File: config.mk
export PLATFORM = sky130hd
export DESIGN_NAME = gcm_req_scheduler
export DESIGN_NICKNAME = d
export VERILOG_FILES = /design/src/rtl/gcm_req_scheduler.sv
export SDC_FILE = /design/constraint.sdc
export NUM_CORES = 1
export LEC_CHECK = 0
export ABC_CLOCK_PERIOD_IN_PS = 10000
export BUFFER_PORTS_ARGS = -buffer_cell sky130_fd_sc_hd__buf_4
export CORE_AREA = 5 5 250 252
export DETAILED_ROUTE_END_ITERATION = 12
export DIE_AREA = 0 0 255 257
export HOLD_SLACK_MARGIN = 0.12
export SLEW_MARGIN = 30
export SYNTH_ARGS = -nofsm -noshare
export SYNTH_HDL_FRONTEND = slang
export SYNTH_SLANG_ARGS = --single-unit
File: constraint.sdc
create_clock -name clk -period 10 [get_ports clk]
set_clock_uncertainty 0.1 [all_clocks]
set_input_delay 1.5 -clock clk [delete_from_list [all_inputs] [get_ports clk]]
set_output_delay 1.5 -clock clk [all_outputs]
set_load 0.01 [all_outputs]
File: src/rtl/gcm_req_scheduler.sv
// Round-robin packet scheduler sharing one AES-GCM engine between NUM_REQ requesters.
// Forwards whole packets to the engine and routes returning ciphertext back via a tag FIFO.
module gcm_req_scheduler #(
  parameter int NUM_REQ    = 2,
  parameter int TAG_DEPTH  = 32,
  parameter int MAX_BLOCKS = 16,
  localparam int IDW       = (NUM_REQ > 1) ? $clog2(NUM_REQ) : 1
) (
  input  logic                     clk,
  input  logic                     reset,
  input  logic [NUM_REQ-1:0]       i_req_valid,
  input  logic [NUM_REQ*128-1:0]   i_req_block,
  input  logic [NUM_REQ-1:0]       i_req_last,
  output logic [NUM_REQ-1:0]       o_req_ready,
  output logic                     o_aes_new,
  output logic                     o_aes_last,
  output logic [127:0]             o_aes_plain,
  input  logic                     i_aes_cp_ready,
  input  logic [127:0]             i_aes_cipher,
  output logic                     o_ct_valid,
  output logic [127:0]             o_ct_data,
  output logic [IDW-1:0]           o_ct_id,
  output logic                     o_ct_last,
  output logic                     o_busy,
  output logic                     o_err
);

  localparam int PW = (TAG_DEPTH > 1) ? $clog2(TAG_DEPTH) : 1;
  localparam int CW = $clog2(TAG_DEPTH) + 1;
  localparam int BW = $clog2(MAX_BLOCKS + 1);

  typedef enum logic [1:0] {IDLE, STREAM, GAP} state_t;

  state_t           state, state_nxt;
  logic [IDW-1:0]   grant, grant_nxt;
  logic [IDW-1:0]   rr_ptr, rr_ptr_nxt;
  logic [BW-1:0]    blk_cnt, blk_cnt_nxt;

  logic [IDW:0]     tag_mem [TAG_DEPTH];
  logic [PW-1:0]    wr_ptr, rd_ptr;
  logic [CW-1:0]    count;
  logic [IDW:0]     tag_head;

  logic             fifo_full, fifo_empty;
  logic             accept, acc_last, at_max, trunc;
  logic             found;
  logic [IDW-1:0]   pick;
  logic             push, pop;
  logic [127:0]     sel_block;

  assign fifo_full  = (count == CW'(TAG_DEPTH));
  assign fifo_empty = (count == '0);
  assign push       = accept;
  assign pop        = i_aes_cp_ready & ~fifo_empty;
  assign tag_head   = tag_mem[rd_ptr];
  assign sel_block  = i_req_block[128*int'(grant) +: 128];
  assign o_busy     = (state != IDLE) | ~fifo_empty;

  // NOTE: every signal written here gets a default first so no latch is inferred.
  always_comb begin
    state_nxt   = state;
    grant_nxt   = grant;
    rr_ptr_nxt  = rr_ptr;
    blk_cnt_nxt = blk_cnt;
    o_req_ready = '0;
    accept      = 1'b0;
    acc_last    = 1'b0;
    at_max      = 1'b0;
    trunc       = 1'b0;
    found       = 1'b0;
    pick        = rr_ptr;

    case (state)
      IDLE: begin
        // Scan offsets high to low so the smallest offset from rr_ptr wins.
        for (int k = NUM_REQ - 1; k >= 0; k--) begin
          if (i_req_valid[(int'(rr_ptr) + k) % NUM_REQ]) begin
            found = 1'b1;
            pick  = IDW'((int'(rr_ptr) + k) % NUM_REQ);
          end
        end
        if (found && !fifo_full) begin
          grant_nxt = pick;
          state_nxt = STREAM;
        end
      end

      STREAM: begin
        o_req_ready[grant] = ~fifo_full;
        accept             = i_req_valid[grant] & ~fifo_full;
        at_max             = (blk_cnt == BW'(MAX_BLOCKS - 1));
        acc_last           = i_req_last[grant] | at_max;
        if (accept) begin
          blk_cnt_nxt = blk_cnt + 1'b1;
          if (acc_last) begin
            state_nxt  = GAP;
            rr_ptr_nxt = (int'(grant) == NUM_REQ - 1) ? '0 : grant + 1'b1;
            trunc      = ~i_req_last[grant];
          end
        end
      end

      GAP: begin
        state_nxt   = IDLE;
        blk_cnt_nxt = '0;
      end

      default: state_nxt = IDLE;
    endcase
  end

  always_ff @(posedge clk or posedge reset) begin
    if (reset) begin
      state       <= IDLE;
      grant       <= '0;
      rr_ptr      <= '0;
      blk_cnt     <= '0;
      wr_ptr      <= '0;
      rd_ptr      <= '0;
      count       <= '0;
      o_aes_new   <= 1'b0;
      o_aes_last  <= 1'b0;
      o_aes_plain <= '0;
      o_ct_valid  <= 1'b0;
      o_ct_data   <= '0;
      o_ct_id     <= '0;
      o_ct_last   <= 1'b0;
      o_err       <= 1'b0;
    end else begin
      state      <= state_nxt;
      grant      <= grant_nxt;
      rr_ptr     <= rr_ptr_nxt;
      blk_cnt    <= blk_cnt_nxt;
      o_aes_new  <= accept;
      o_aes_last <= accept & acc_last;
      if (accept) o_aes_plain <= sel_block;

      if (push) wr_ptr <= wr_ptr + 1'b1;
      if (pop)  rd_ptr <= rd_ptr + 1'b1;
      count <= count + CW'(push) - CW'(pop);

      o_ct_valid <= pop;
      if (pop) begin
        o_ct_data <= i_aes_cipher;
        o_ct_id   <= tag_head[IDW:1];
        o_ct_last <= tag_head[0];
      end
      o_err <= trunc | (i_aes_cp_ready & fifo_empty);
    end
  end

  // NOTE: tag storage is not reset; the reset pointers and count define which entries are live.
  always_ff @(posedge clk) begin
    if (push) tag_mem[wr_ptr] <= {grant, acc_last};
  end

endmodule

Word-level counts from Yosys, hierarchy flattened
Memories as Yosys holds them, arrays and structs flattened. A register that Yosys moved wholly into a read port is not among the register bits.
Cells that the tools add are included.
{"block": "totals", "in_bits": 391, "memories": 1, "latch_bits": 0, "romBits": 0, "elab_cells": 87, "output_inout_bits": 265, "ff_bits": 285, "ram_bits": 64}
{"memory": "tag_mem", "words": 32, "word_bits": 2, "read_ports": 1, "rd_ports_with_merged_regs": 1, "write_ports": 1, "line": "39", "text": "logic [IDW:0] tag_mem [TAG_DEPTH];"}
{"block": "classes", "div_mod_pow": 0, "n_eq_ne": 7, "bitwise": 12, "n_lt_le_gt_ge": 4, "n_mul": 0, "mux": 31, "n_reduce_logical": 11, "shift": 1, "n_addsub": 7}
{"op": "$shiftx 256x9->128", "count": 1}
{"op": "$mux 1", "count": 23}
{"op": "$add 5x1->5 const B", "count": 3}
{"op": "$pmux 5 s2", "count": 1}
{"op": "$mux 2", "count": 4}
{"op": "$add 6x1->6", "count": 1}
{"op": "$eq 6x6->1 const B", "count": 1}
{"op": "$logic_not 6->1", "count": 1}
{"op": "$ne 2x2->1 const B", "count": 3}
{"op": "$reduce_and 3->1", "count": 2}
{"op": "$sub 6x1->6", "count": 1}
{"op": "$eq 5x4->1 const B", "count": 1}
{"op": "$mux 5", "count": 1}
{"op": "$and 1x1->1", "count": 4}
{"op": "$lt 1x2->1 const B", "count": 2}
{"op": "$pmux 2 s2", "count": 1}
{"op": "$reduce_and 2->1", "count": 2}
{"op": "$reduce_bool 2->1", "count": 2}
{"op": "$lt 2x3->1 const B", "count": 1}
{"op": "$not 1->1", "count": 3}
{"op": "$or 1x1->1", "count": 3}
{"op": "$add 1x1->1 const B", "count": 2}
{"op": "$and 2x2->2", "count": 1}
{"op": "$eq 2x1->1 const B", "count": 1}
{"op": "7 further kinds", "count": 8}

Longest topological paths before layout
{"block": "depth", "depth_word": 11, "ltp_mapped": 17, "depth_no_buf": 15}

Least setup slack after synthesis
No wires, ideal clock.
{"block": "synth_timing", "path_type": "input to register", "startpoint": "input i_aes_cp_ready", "endpoint": "register count[4]", "arrival_time_ps": 3320, "stages": 14, "required_ps": 9778, "slack_ps": 6457, "path_buffers": 2, "setup_time_ps": 122, "path_cell_list": "nand2b_1 > buf_2 > inv_2 > buf_1 > ha_1 > inv_1 > ha_1 > inv_1 > fa_1 > inv_1 > a21oi_1 > nor2_1 > nor2_1 > xnor2_1"}
{"block": "synth_via", "elab_chain_len": 2}
{"item": "start, declared", "line": "18", "text": "input logic i_aes_cp_ready,"}
{"item": "$and 1x1->1", "line": "54", "text": "assign pop = i_aes_cp_ready & ~fifo_empty;"}
{"item": "net pop", "line": "48", "text": "logic push, pop;"}
{"item": "$sub 6x1->6", "line": "140", "text": "count <= count + CW'(push) - CW'(pop);"}
{"item": "end signal, assigned", "line": "140"}
{"item": "end, declared", "line": "41", "text": "logic [CW-1:0] count;"}
The timed path passes the listed nets, and every way through them passes these cells.
A chain may end at the register's enable or synchronous reset.

Worst setup path after layout
{"block": "layout_timing", "startpoint": "register count[4]", "endpoint": "register count[4]"}
{"block": "layout_via", "elab_chain_len": 6, "word_cells_on_any_way": 9, "classes_between": "2 x add/sub; 1 x eq/ne; 1 x mux; 4 x bitwise; 1 x reduce/logical"}
{"item": "$eq 6x6->1", "line": "51", "text": "assign fifo_full = (count == CW'(TAG_DEPTH));"}
{"item": "$not 1->1", "line": "90", "text": "accept = i_req_valid[grant] & ~fifo_full;"}
{"item": "$and 1x1->1", "line": "90"}
{"item": "$mux 1", "line": "73", "text": "case (state)"}
{"item": "$add 6x1->6", "line": "140"}
{"item": "$sub 6x1->6 *", "line": "140"}
Every way passes the cells marked *; elsewhere a longest branch is shown, timed or not.

==> results.sh <==
export IMPL_status="complete, no violations"
export IMPL_synth_largest_area_cell="dfrtp_1"
export IMPL_rr_startpoint="count[4]"
export IMPL_numCtsBuffers=40
export IMPL_p_seq_share_pct=37.3
export IMPL_power_frac_comb_pct=38.4
export IMPL_period_share_pct=36.2
export IMPL_cts_resized=0
export IMPL_min_delay_path_class="flop to flop"
export IMPL_fin_ws_ps=6380
export IMPL_p_sw_mw=2.18
export IMPL_drive_gt1_share_pct=36.2
export IMPL_path_clk_slew_ps=60
export IMPL_slew_viol_final=0
export IMPL_start_kind="flop"
export IMPL_ios=656
export IMPL_stdcell_count=2834
export IMPL_place_congestion=0.862
export IMPL_setup_viol=0
export IMPL_seq_area_frac_synth_pct=61.0
export IMPL_yosysMostFrequentCell="nand2_1"
export IMPL_design_die_area_sq_um=65500
export IMPL_insertedDiodeCount=0
export IMPL_synthToLayoutAreaGrowth_pct=46.4
export IMPL_worstPathRequired_ps=10360
export IMPL_dpl_worst_slack_ps=5830
export IMPL_fin_hold_ws_ps=374
export IMPL_p_int_mw=3.81
export IMPL_grt_pass1_wl_um=76000
export IMPL_ir_worst_vdd_mv=0.173
export IMPL_die_h_um=257
export IMPL_synthCells=1398
export IMPL_postPlaceCellArea_sq_um=20500
export IMPL_portBuffers=655
export IMPL_worst_slew_pin_slew_ps=907
export IMPL_initial_core_util_pct=24.9
export IMPL_cts_path_max_buffers=3
export IMPL_power_leakage_nw=10.7
export IMPL_synth_area_per_cell_sq_um=10.7
export IMPL_grt_pass1_vias=12600
export IMPL_die_width_um=255
export IMPL_wire_per_inst_um=18.4
export IMPL_ys_seq_elements=351
export IMPL_cts_htree_levels=2
export IMPL_rsz0062_at_grt="false"
export IMPL_critPathCaptureType="flop"
export IMPL_place_hpwl_um=40400
export IMPL_antenna_found_initial=0
export IMPL_pwr_share_clk_pct=24.3
export IMPL_vias=12200
export IMPL_layout_min_cycle_time_ps=3620
export IMPL_arrival_ps=3980
export IMPL_syn_area_sq_um=14900
export IMPL_r2r_end="count[4]"
export IMPL_hold_buffers=0
export IMPL_final_nets=2432
export IMPL_hold_start="o_ct_data[41]"
export IMPL_postCtsSetupRepairBufs=0
export IMPL_viasPerCell=4.29
export IMPL_drcViolationCount=0
export IMPL_synth_common_cells="nand2_1 (402), dfrtp_1 (287), nor2_1 (170), mux2i_1 (143), a21oi_1 (133)"
export IMPL_cts_root_buf="clkbuf_16"
export IMPL_r2r_slack_ps=6380
export IMPL_clock_latency_ps=570
export IMPL_syn_num_nets=1806
export IMPL_hold_viol_final=0
export IMPL_maxCapViolations=0
export IMPL_track_usage_pct=14.9
export IMPL_grt_max_degree=154
export IMPL_cts_sinks=351
export IMPL_drtPass1Iterations=5
export IMPL_setup_tns_ps=0
export IMPL_fp_coreArea_sq_um=59900
export IMPL_yosysWarnings=0
export IMPL_p_per_area_nw_per_um2=274
export IMPL_ys_types=51
export IMPL_whs_endpoint="o_ct_data[41]"
export IMPL_crit_type="flop to flop"
export IMPL_sw_frac_of_total_pct=36.4
export IMPL_p_total_mw=5.98
export IMPL_fmax_mhz=276
export IMPL_fin_util_pct=36.5
export IMPL_dp_cells=2762
export IMPL_synth_edf_count=64
export IMPL_grt_overflow=0
export IMPL_ys_flop_type="dfrtp_1"
export IMPL_whs_path_depth=2
export IMPL_row_count=90
export IMPL_ant_nets=0
export IMPL_path_max_fanout=50
export IMPL_first_iter_violations=655
export IMPL_cts_tree="built"
export IMPL_r2r_worst_path_cells=15
export IMPL_yosysTopAreaCellShare_pct=48.1
export IMPL_synthArstFlopShare_pct=81.8
export IMPL_wl_um=52100
export IMPL_yosys_top_cells_area="dfrtp_1 (48%), edfxtp_1 (13%), nand2_1 (10%)"
export IMPL_fin_area_sq_um=21800
export IMPL_slew_headroom_pct=39.5
## how the worst max path moves through the flow
stage | from | endpoint | slack [ps] | depth (start not counted)
after floorplan | reset | blk_cnt[0] | 480 | 1
after global placement | i_aes_cp_ready | count[4] | 5840 | 13
after detailed placement | i_aes_cp_ready | count[4] | 5830 | 13
after CTS | count[4] | count[4] | 6240 | 15
after global routing | count[4] | count[4] | 5980 | 15
final | count[4] | count[4] | 6380 | 15
## state kept, by name (all words and copies together), names as in the netlist, 2 cells and up
register / count
o_aes_plain: 128
tag_mem: 64
wr_ptr: 5
o_ct_data: 128
count: 6
blk_cnt: 5
rd_ptr: 5
state: 2
## power groups by stage
stage | registers, mW | logic [mW] | clock network (mW)
after floorplan | 2.30 | 1.21 | 0
after global placement | 2.25 | 2.30 | 0
after detailed placement | 2.26 | 2.35 | 0
after CTS | 2.24 | 2.35 | 1.51
after global routing | 2.29 | 2.52 | 1.57
final | 2.23 | 2.30 | 1.45
## cell usage in the layout (no fill, tap or decap), drive strengths merged, types with 2 or more instances in the layout
master    synthesis  final
clkbuf           22     58
nor3              2      2
nand2           403    403
o22ai             4      4
nand3             4      4
mux4             12     12
a2111oi           2      2
xnor2             9      9
and2              4      4
ha               16     16
clkinv            0      6
clkinvlp          0      2
o221a             2      2
nand2b            3      3
nand3b            3      3
o21ai            11     11
a211o             2      2
or3b              3      3
edfxtp           64     64
nand4             3      3
xor2              3      3
dfrtp           287    287
a21oi           133    133
inv              19     22
nor2            171    171
mux2i           143    143
buf              59    665
## worst max-delay path, cell delays in order, from the launching register on
cell and delay [ps]:
dfrtp_1 360, inv_1 90, ha_1 150, nor4bb_2 430, nand2b_4 580, inv_4 320
ha_1 380, inv_1 50, ha_1 160, inv_1 60, fa_1 410, inv_1 80
a21oi_1 70, nor2_1 90, nor2_1 50, xnor2_1 120
## routing by layer
| layer | part of all wire (%) | up-vias | global-route usage (%) |
|---|---|---|---|
| li1 | - | 5900 | - |
| met3 | 7.8 | 53 | 4.13 |
| met1 | 37 | 5735 | 17.0 |
| met4 | 2.6 | 0 | 3.93 |
| met5 | 0 | - | 0 |
| met2 | 52 | 474 | 27.4 |
## cell type report
cell class / count / area (sq um)
clock buffers: 58 / 1170
clock inverters: 12 / 149
fillers: 6010 / 38100
inverters: 19 / 88.8
multi-input cells: 947 / 5300
flip-flops and latches: 351 / 9110
well taps: 782 / 978
repair buffers: 665 / 5050
## logic make-up after synthesis
family	after synthesis	share of synthesized area, %
flops	351	61.0
xor+xnor	12	0.705
mux	156	11.7
simple gates	602	15.8
compound gates	160	5.70
fa+ha+maj	17	1.48
buf+inv	100	3.51
Power figures use the tool's default switching activity.
